$ cat src/rtl/dispatch_if.sv
// Handshake bundle between the issue stage and the five execution-port consumers.
interface dispatch_if #(
  parameter int unsigned DW   = 32,
  parameter int unsigned NDST = 5
);
  logic            in_valid;
  logic            in_ready;
  logic [DW-1:0]   in_data;
  logic [NDST-1:0] in_sel;
  logic [NDST-1:0] out_valid;
  logic [NDST-1:0] out_ready;
  logic [DW-1:0]   out_data;

  // master drives the upstream side and consumes the per-slot outputs
  modport master (
    output in_valid, in_data, in_sel, out_ready,
    input  in_ready, out_valid, out_data
  );

  // slave is the dispatcher itself
  modport slave (
    input  in_valid, in_data, in_sel, out_ready,
    output in_ready, out_valid, out_data
  );
endinterface

$ cat src/rtl/dispatch_demux5.sv
// Single-entry 1-to-5 one-hot dispatcher with full-throughput valid/ready.
// Optional per-slot issue counters enabled by `define DISPATCH_PERF_CNT_EN.
module dispatch_demux5 #(
  parameter int unsigned DW   = 32,
  parameter int unsigned NDST = 5
) (
  input  logic        clk,
  input  logic        rst,
  dispatch_if.slave   bus,
  input  logic        flush,
  output logic        sel_err,
  input  logic [2:0]  cnt_sel,
  output logic [31:0] cnt_data
);

  typedef enum logic {EMPTY = 1'b0, FULL = 1'b1} state_t;

  state_t          state_q;
  logic [DW-1:0]   data_q;
  logic [NDST-1:0] sel_q;
  logic            err_q;

  logic            full;
  logic            out_fire;
  logic            in_fire;
  logic            sel_legal;
  logic [NDST-1:0] deliver;

  assign full      = (state_q == FULL);
  assign deliver   = bus.out_valid & bus.out_ready;
  assign out_fire  = |deliver;
  assign sel_legal = (bus.in_sel != '0) && ((bus.in_sel & (bus.in_sel - NDST'(1))) == '0);

  // out_ready -> in_ready is a deliberate combinational path for zero-bubble streaming
  assign bus.in_ready  = ~flush & (~full | out_fire);
  assign in_fire       = bus.in_valid & bus.in_ready;
  assign bus.out_valid = {NDST{full}} & sel_q;
  assign bus.out_data  = data_q;
  assign sel_err       = err_q;

  // Entry state: load on legal accept, drain on delivery, hold under backpressure
  always_ff @(posedge clk or posedge rst) begin
    if (rst) begin
      state_q <= EMPTY;
      data_q  <= '0;
      sel_q   <= '0;
      err_q   <= 1'b0;
    end else if (flush) begin
      state_q <= EMPTY;
      sel_q   <= '0;
      err_q   <= 1'b0;
    end else begin
      err_q <= in_fire & ~sel_legal;
      if (in_fire && sel_legal) begin
        state_q <= FULL;
        data_q  <= bus.in_data;
        sel_q   <= bus.in_sel;
      end else if (out_fire) begin
        state_q <= EMPTY;
      end
    end
  end

`ifdef DISPATCH_PERF_CNT_EN
  logic [31:0] cnt_q [NDST];

  // Per-slot delivery counters; only reset clears them, flush leaves them alone
  always_ff @(posedge clk or posedge rst) begin
    if (rst) begin
      for (int i = 0; i < int'(NDST); i++) cnt_q[i] <= '0;
    end else begin
      for (int i = 0; i < int'(NDST); i++) begin
        if (deliver[i]) cnt_q[i] <= cnt_q[i] + 32'd1;
      end
    end
  end

  always_comb begin
    cnt_data = '0;
    case (cnt_sel)
      3'd0:    cnt_data = cnt_q[0];
      3'd1:    cnt_data = cnt_q[1];
      3'd2:    cnt_data = cnt_q[2];
      3'd3:    cnt_data = cnt_q[3];
      3'd4:    cnt_data = cnt_q[4];
      default: cnt_data = '0;
    endcase
  end
`else
  logic unused_cnt_sel;
  assign unused_cnt_sel = ^cnt_sel;
  assign cnt_data       = '0;
`endif

endmodule

$ cat src/flat_wrapper.sv
// flat-port wrapper written by rule: the top's interface ports become plain ports
module dispatch_demux5_flat 
#(
  parameter int unsigned DW   = 32,
  parameter int unsigned NDST = 5
)
  (clk, rst, flush, sel_err, cnt_sel, cnt_data, bus_in_valid, bus_in_data, bus_in_sel, bus_out_ready, bus_in_ready, bus_out_valid, bus_out_data);
  dispatch_if #(.DW(DW), .NDST(NDST)) bus_i ();
  input  logic clk;
  input  logic rst;
  input  logic flush;
  output logic sel_err;
  input  logic [2:0] cnt_sel;
  output logic [31:0] cnt_data;
  input wire logic [$bits(bus_i.in_valid)-1:0] bus_in_valid;
  input wire logic [$bits(bus_i.in_data)-1:0] bus_in_data;
  input wire logic [$bits(bus_i.in_sel)-1:0] bus_in_sel;
  input wire logic [$bits(bus_i.out_ready)-1:0] bus_out_ready;
  output wire logic [$bits(bus_i.in_ready)-1:0] bus_in_ready;
  output wire logic [$bits(bus_i.out_valid)-1:0] bus_out_valid;
  output wire logic [$bits(bus_i.out_data)-1:0] bus_out_data;
  assign bus_i.in_valid = bus_in_valid;
  assign bus_i.in_data = bus_in_data;
  assign bus_i.in_sel = bus_in_sel;
  assign bus_i.out_ready = bus_out_ready;
  assign bus_in_ready = bus_i.in_ready;
  assign bus_out_valid = bus_i.out_valid;
  assign bus_out_data = bus_i.out_data;
  dispatch_demux5 #(.DW(DW), .NDST(NDST)) u_core (.clk(clk), .rst(rst), .bus(bus_i), .flush(flush), .sel_err(sel_err), .cnt_sel(cnt_sel), .cnt_data(cnt_data));
endmodule
$ cat config.mk
export PLATFORM = sky130hd
export DESIGN_NAME = dispatch_demux5_flat
export DESIGN_NICKNAME = d
export VERILOG_FILES = /design/src/rtl/dispatch_if.sv /design/src/rtl/dispatch_demux5.sv /design/src/flat_wrapper.sv
export SDC_FILE = /design/constraint.sdc
export NUM_CORES = 1
export LEC_CHECK = 0
export ABC_AREA = 1
export CORE_MARGIN = 3
export CORE_UTILIZATION = 55
export DETAILED_ROUTE_END_ITERATION = 6
export DONT_BUFFER_PORTS = 1
export PLACE_DENSITY = 0.7
export SLEW_MARGIN = 20
export SYNTH_ARGS = -nofsm -noshare
export SYNTH_HDL_FRONTEND = slang
export SYNTH_SLANG_ARGS = --single-unit
$ cat constraint.sdc
create_clock -name clk -period 2.5 [get_ports clk]
set_clock_uncertainty 0.1 [all_clocks]
set_input_delay 0.125 -clock clk [delete_from_list [all_inputs] [get_ports clk]]
set_output_delay 0.125 -clock clk [all_outputs]
set_load 0.02 [all_outputs]
; ---- Word-level counts from Yosys, hierarchy flattened
; Index checks and enable logic that the tools add are counted.
[word_totals]
ff_bits = 39
in_bits = 49
out_inout_bits = 71
wordCells = 29
[op_classes]
addsub = 1
n_mux = 6
bitwise_logic = 10
n_reduce_logical = 8
[op_table]
columns = operator, count
row1 = 5-bit AND, 3
row2 = 5-bit 2-to-1 mux, 2
row3 = 5-bit logical NOT, 1
row4 = 5-bit nonzero test, 1
row5 = 5-bit OR reduction, 1
row6 = 5-bit by 1-bit subtractor with 5-bit output (second input constant), 1
row7 = 1-bit 2-to-1 mux, 4
row8 = 1-bit AND, 3
row9 = 1-bit NOT, 3
row10 = 3-bit nonzero test, 1
row11 = 1-bit logical AND, 2
row12 = 2-bit AND reduction, 1
row13 = 2-bit nonzero test, 1
row14 = 1-bit bitwise OR, 1

; ---- Depth between registers and ports, before layout
[logic_depth]
ltp_word = 9
depth_mapped = 9
mapped_depth_nobuf = 8

; ---- Worst setup path before layout
; No wires, ideal clock.
[synth_path]
path_type = register to register
start = register u_core.state_q, in the netlist u_core.full
end = register u_core.data_q[0], in the netlist u_core.bus.out_data[0]
setup_time_ns = 0.117
arrival_time_ns = 1.258
slack_ns = 1.025
path_stages_with_launch = 9
n_path_buf = 2
path_cell_list = dfrtp_1 -> buf_6 -> nand3_1 -> nor2_4 -> nor2_8 -> nand3_4 -> buf_6 -> nand2_2 -> o21ai_2
[synth_via]
elab_chain_cells = 8
[synth_lines]
columns = item, line_no
row1 = from (decl), dispatch_demux5.sv:18  ; state_t state_q;
row2 = from (signal assigned), dispatch_demux5.sv:44  ; state_q <= EMPTY;
row3 = from (signal assigned), dispatch_demux5.sv:49  ; state_q <= EMPTY;
row4 = from (signal assigned), dispatch_demux5.sv:55  ; state_q <= FULL;
row5 = 5-bit AND, dispatch_demux5.sv:37  ; assign bus.out_valid = {NDST{full}} & sel_q;
row6 = 5-bit AND, dispatch_demux5.sv:30  ; assign deliver = bus.out_valid & bus.out_ready;
row7 = 5-bit OR reduction, dispatch_demux5.sv:31  ; assign out_fire = |deliver;
row8 = 1-bit bitwise OR *, dispatch_demux5.sv:35  ; assign bus.in_ready = ~flush & (~full | out_fire);
row9 = 1-bit AND *, dispatch_demux5.sv:35
row10 = named net bus_in_ready, flat_wrapper.sv:19  ; output wire logic [$bits(bus_i.in_ready)-1:0] bus_in_ready;
row11 = 1-bit AND *, dispatch_demux5.sv:36  ; assign in_fire = bus.in_valid & bus.in_ready;
row12 = 1-bit logical AND *, dispatch_demux5.sv:54  ; if (in_fire && sel_legal) begin
row13 = 2-bit AND reduction (no source line) *, n/a
row14 = to (signal assigned), dispatch_demux5.sv:56  ; data_q <= bus.in_data;
row15 = to (decl), dispatch_demux5.sv:19  ; logic [DW-1:0] data_q;
; The timed path passes the listed nets; every way through them passes the cells marked *.
; A chain may end at the register's enable or synchronous reset.

; ---- Final worst setup path
[layout_path]
start = register u_core.state_q, in the netlist u_core.full
end = register u_core.data_q[31], in the netlist u_core.bus.out_data[31]
; Same word-level chain as after synthesis.

==> impl_metrics.tcl <==
set metrics [dict create \
    p_int_uw 1180 \
    die_w_um 69.6 \
    die-area_sq_um 4840 \
    grt_overflow 0 \
    postCtsSetupRepairBufs 0 \
    hp-class "in -> reg" \
    synth.distinct_cells 17 \
    timing.final.crit_share 0.774 \
    syn-instance-count 230 \
    root_buffer "clkbuf_8" \
    hold_slack_ps 21.1 \
    setup.worst_path.start "u_core.full" \
    max_stage_delay_ps 480 \
    place_hpwl_mm 2.76 \
    pin_count 120 \
    reg2reg_from "u_core.full" \
    setup_tns_ps 0 \
    power.switching_uw 678 \
    row_count 22 \
    cap_violations 0 \
    fmax_mhz 517 \
    grt_use_total 0.176 \
    rsz0062_at_grt "false" \
    ir_worst_vdd_mv 0.392 \
    hold_buffers 45 \
    antenna_found_initial 0 \
    slew_viol_final 0 \
    ys_ff_latch 39 \
    syn_area_per_cell_sq_um 9.67 \
    synth_area_sq_um 2220 \
    die_h_um 69.6 \
    cts_sinks 39 \
    clkTransAtPathRegs_ps 80 \
    arrival_ps 2010 \
    core_sq_um 3770 \
    layout-drive-gt1-share 0.325 \
    pwr_density_cell_nw_per_um2 698 \
    n_antenna_cell 0 \
    drt_iter0_drc 60 \
    grt_max_degree 40 \
    crit_slowest_cell "dfrtp_1" \
    cts_max_level 2 \
    cts_resized 0 \
    yosysWarnings 0 \
    place_congestion 0.682 \
    fin_crit_ps 1940 \
    drc 0 \
    place_inst 272 \
    outcome "finished clean" \
    drt_first_pass_iters 4 \
    area_growth_pct 19.7 \
    sequentialPowerShare 0.559 \
    initial_core_util 0.590 \
    holdCritStartpoint "flush" \
    ant_nets 0 \
    vias_per_cell 4.54 \
    wl_mm 4.10 \
    critPathRequiredTime_ps 2570 \
    p_leak_uw 0.00137 \
    cts_buffer_depth 2 \
    dp_slack_ps 543 \
    path_class "reg -> reg" \
    setup_viol 0 \
    worstPathCellList "nand3_1, nand3_2, nor2_4, nor2_8, nand3_4, buf_4, nand2_2, o21ai_2" \
    sw_frac_of_total 0.365 \
    endpoint_kind "flop" \
    via_count 1475 \
    nets 325 \
    timing.final.ws_setup_ps 564 \
    port_buffers 0 \
    synth_seq_area_share 0.439 \
    grt_pass1_wl_mm 6.93 \
    pwr-share-comb 0.194 \
    first_global_vias 1512 \
    clk_latency_ps 280 \
    cp_max_fo 21 \
    numCtsBuffers 5 \
    pwr-share-clk 0.247 \
    post_drt_wl_per_cell_um 12.6 \
    finalHoldViolCount 0 \
    n_fill_cell 286 \
    cp-start-kind "flop" \
    cts_tree "built" \
    instances_no_fill 325 \
]
[through the flow]
step	utilization	area [sq um]	total power, uW
after global routing	0.706	2660	1970
after floorplan	-	2340	1340
final	0.706	2660	1860
after detailed placement	0.559	2110	1360
after global placement	0.559	2110	1340
after CTS	0.706	2660	1880
[registers in the layout, summed over array words and instances (netlist names)]
signal	cells
u_core.sel_err	1
u_core.sel_q	5
u_core.bus.out_data	32
u_core.full	1
[final cells by class]
class	instances	area (sq um)	area share
Inverter	39	146	0.0550
Timing Repair Buffer	49	493	0.185
Clock inverter	1	7.51	0.00282
Multi-Input combinational cell	142	883	0.332
Tap cell	48	60.1	0.0226
Clock buffer	7	96.3	0.0362
Sequential cell	39	976	0.367
[final timing paths]
kind	end	slack, ps	depth (start not counted)
max in group asynchronous	u_core.bus.out_data[16]	1670	3
max	u_core.bus.out_data[31]	560	8
max reg2reg	u_core.bus.out_data[31]	560	8
min in group asynchronous	u_core.bus.out_data[6]	300	3
min reg2reg	u_core.sel_q[1]	450	2
min	u_core.full	20	3
[cells in the mapped netlist (all sizes together)]
cell type	number	area (sq um)
nand2	55	292
buf	41	335
dfrtp	39	976
inv	39	146
o21ai	32	280
nand3	11	97.6
nor2	7	62.6
nand4	5	31.3
conb	1	3.75
[kinds of logic after synthesis]
family                 Yosys count  share of synthesized area
and+or+nand+nor                 78                      0.217
other                            1                    0.00169
DFF                             39                      0.439
buffers and inverters           80                      0.217
AOI/OAI and AO/OA               32                      0.126
[per-layer routing]
layer | up-vias | part of all wire | wire (um) | track usage
li1 | 723 | - | - | -
met1 | 677 | 0.36 | 1480 | 0.185
met2 | 71 | 0.53 | 2160 | 0.311
met3 | 4 | 0.10 | 413 | 0.0783
met4 | 0 | 0.012 | 48 | 0.0607
met5 | - | 0 | 0 | 0
[power groups by stage]
stage | clock network [uW] | logic [uW] | registers [uW]
global route | 507 | 406 | 1060
finish | 458 | 361 | 1040
global placement | 0 | 297 | 1050
detailed placement | 0 | 312 | 1050
CTS | 473 | 365 | 1040
floorplan | 0 | 325 | 1020
[layout by cell type, fill, tap and decap left out, drive strengths merged]
cell type,synthesis,final
clkbuf,0,7
inv,39,39
nand3,11,11
nand2,55,55
dfrtp,39,39
nor2,7,7
dlygate4sd3,0,45
conb,1,32
buf,41,4
nand4,5,5
o21ai,32,32
clkinvlp,0,1
[worst max-delay path, delay by kind of cell, from the launching register on]
kind | cells | cell delay [ps]
AO/OA/AOI/OAI | 1 | 50
buffers and inverters | 1 | 340
flip-flops | 1 | 480
AND/OR/NAND/NOR | 6 | 850
(Power assumes the default switching activity.)
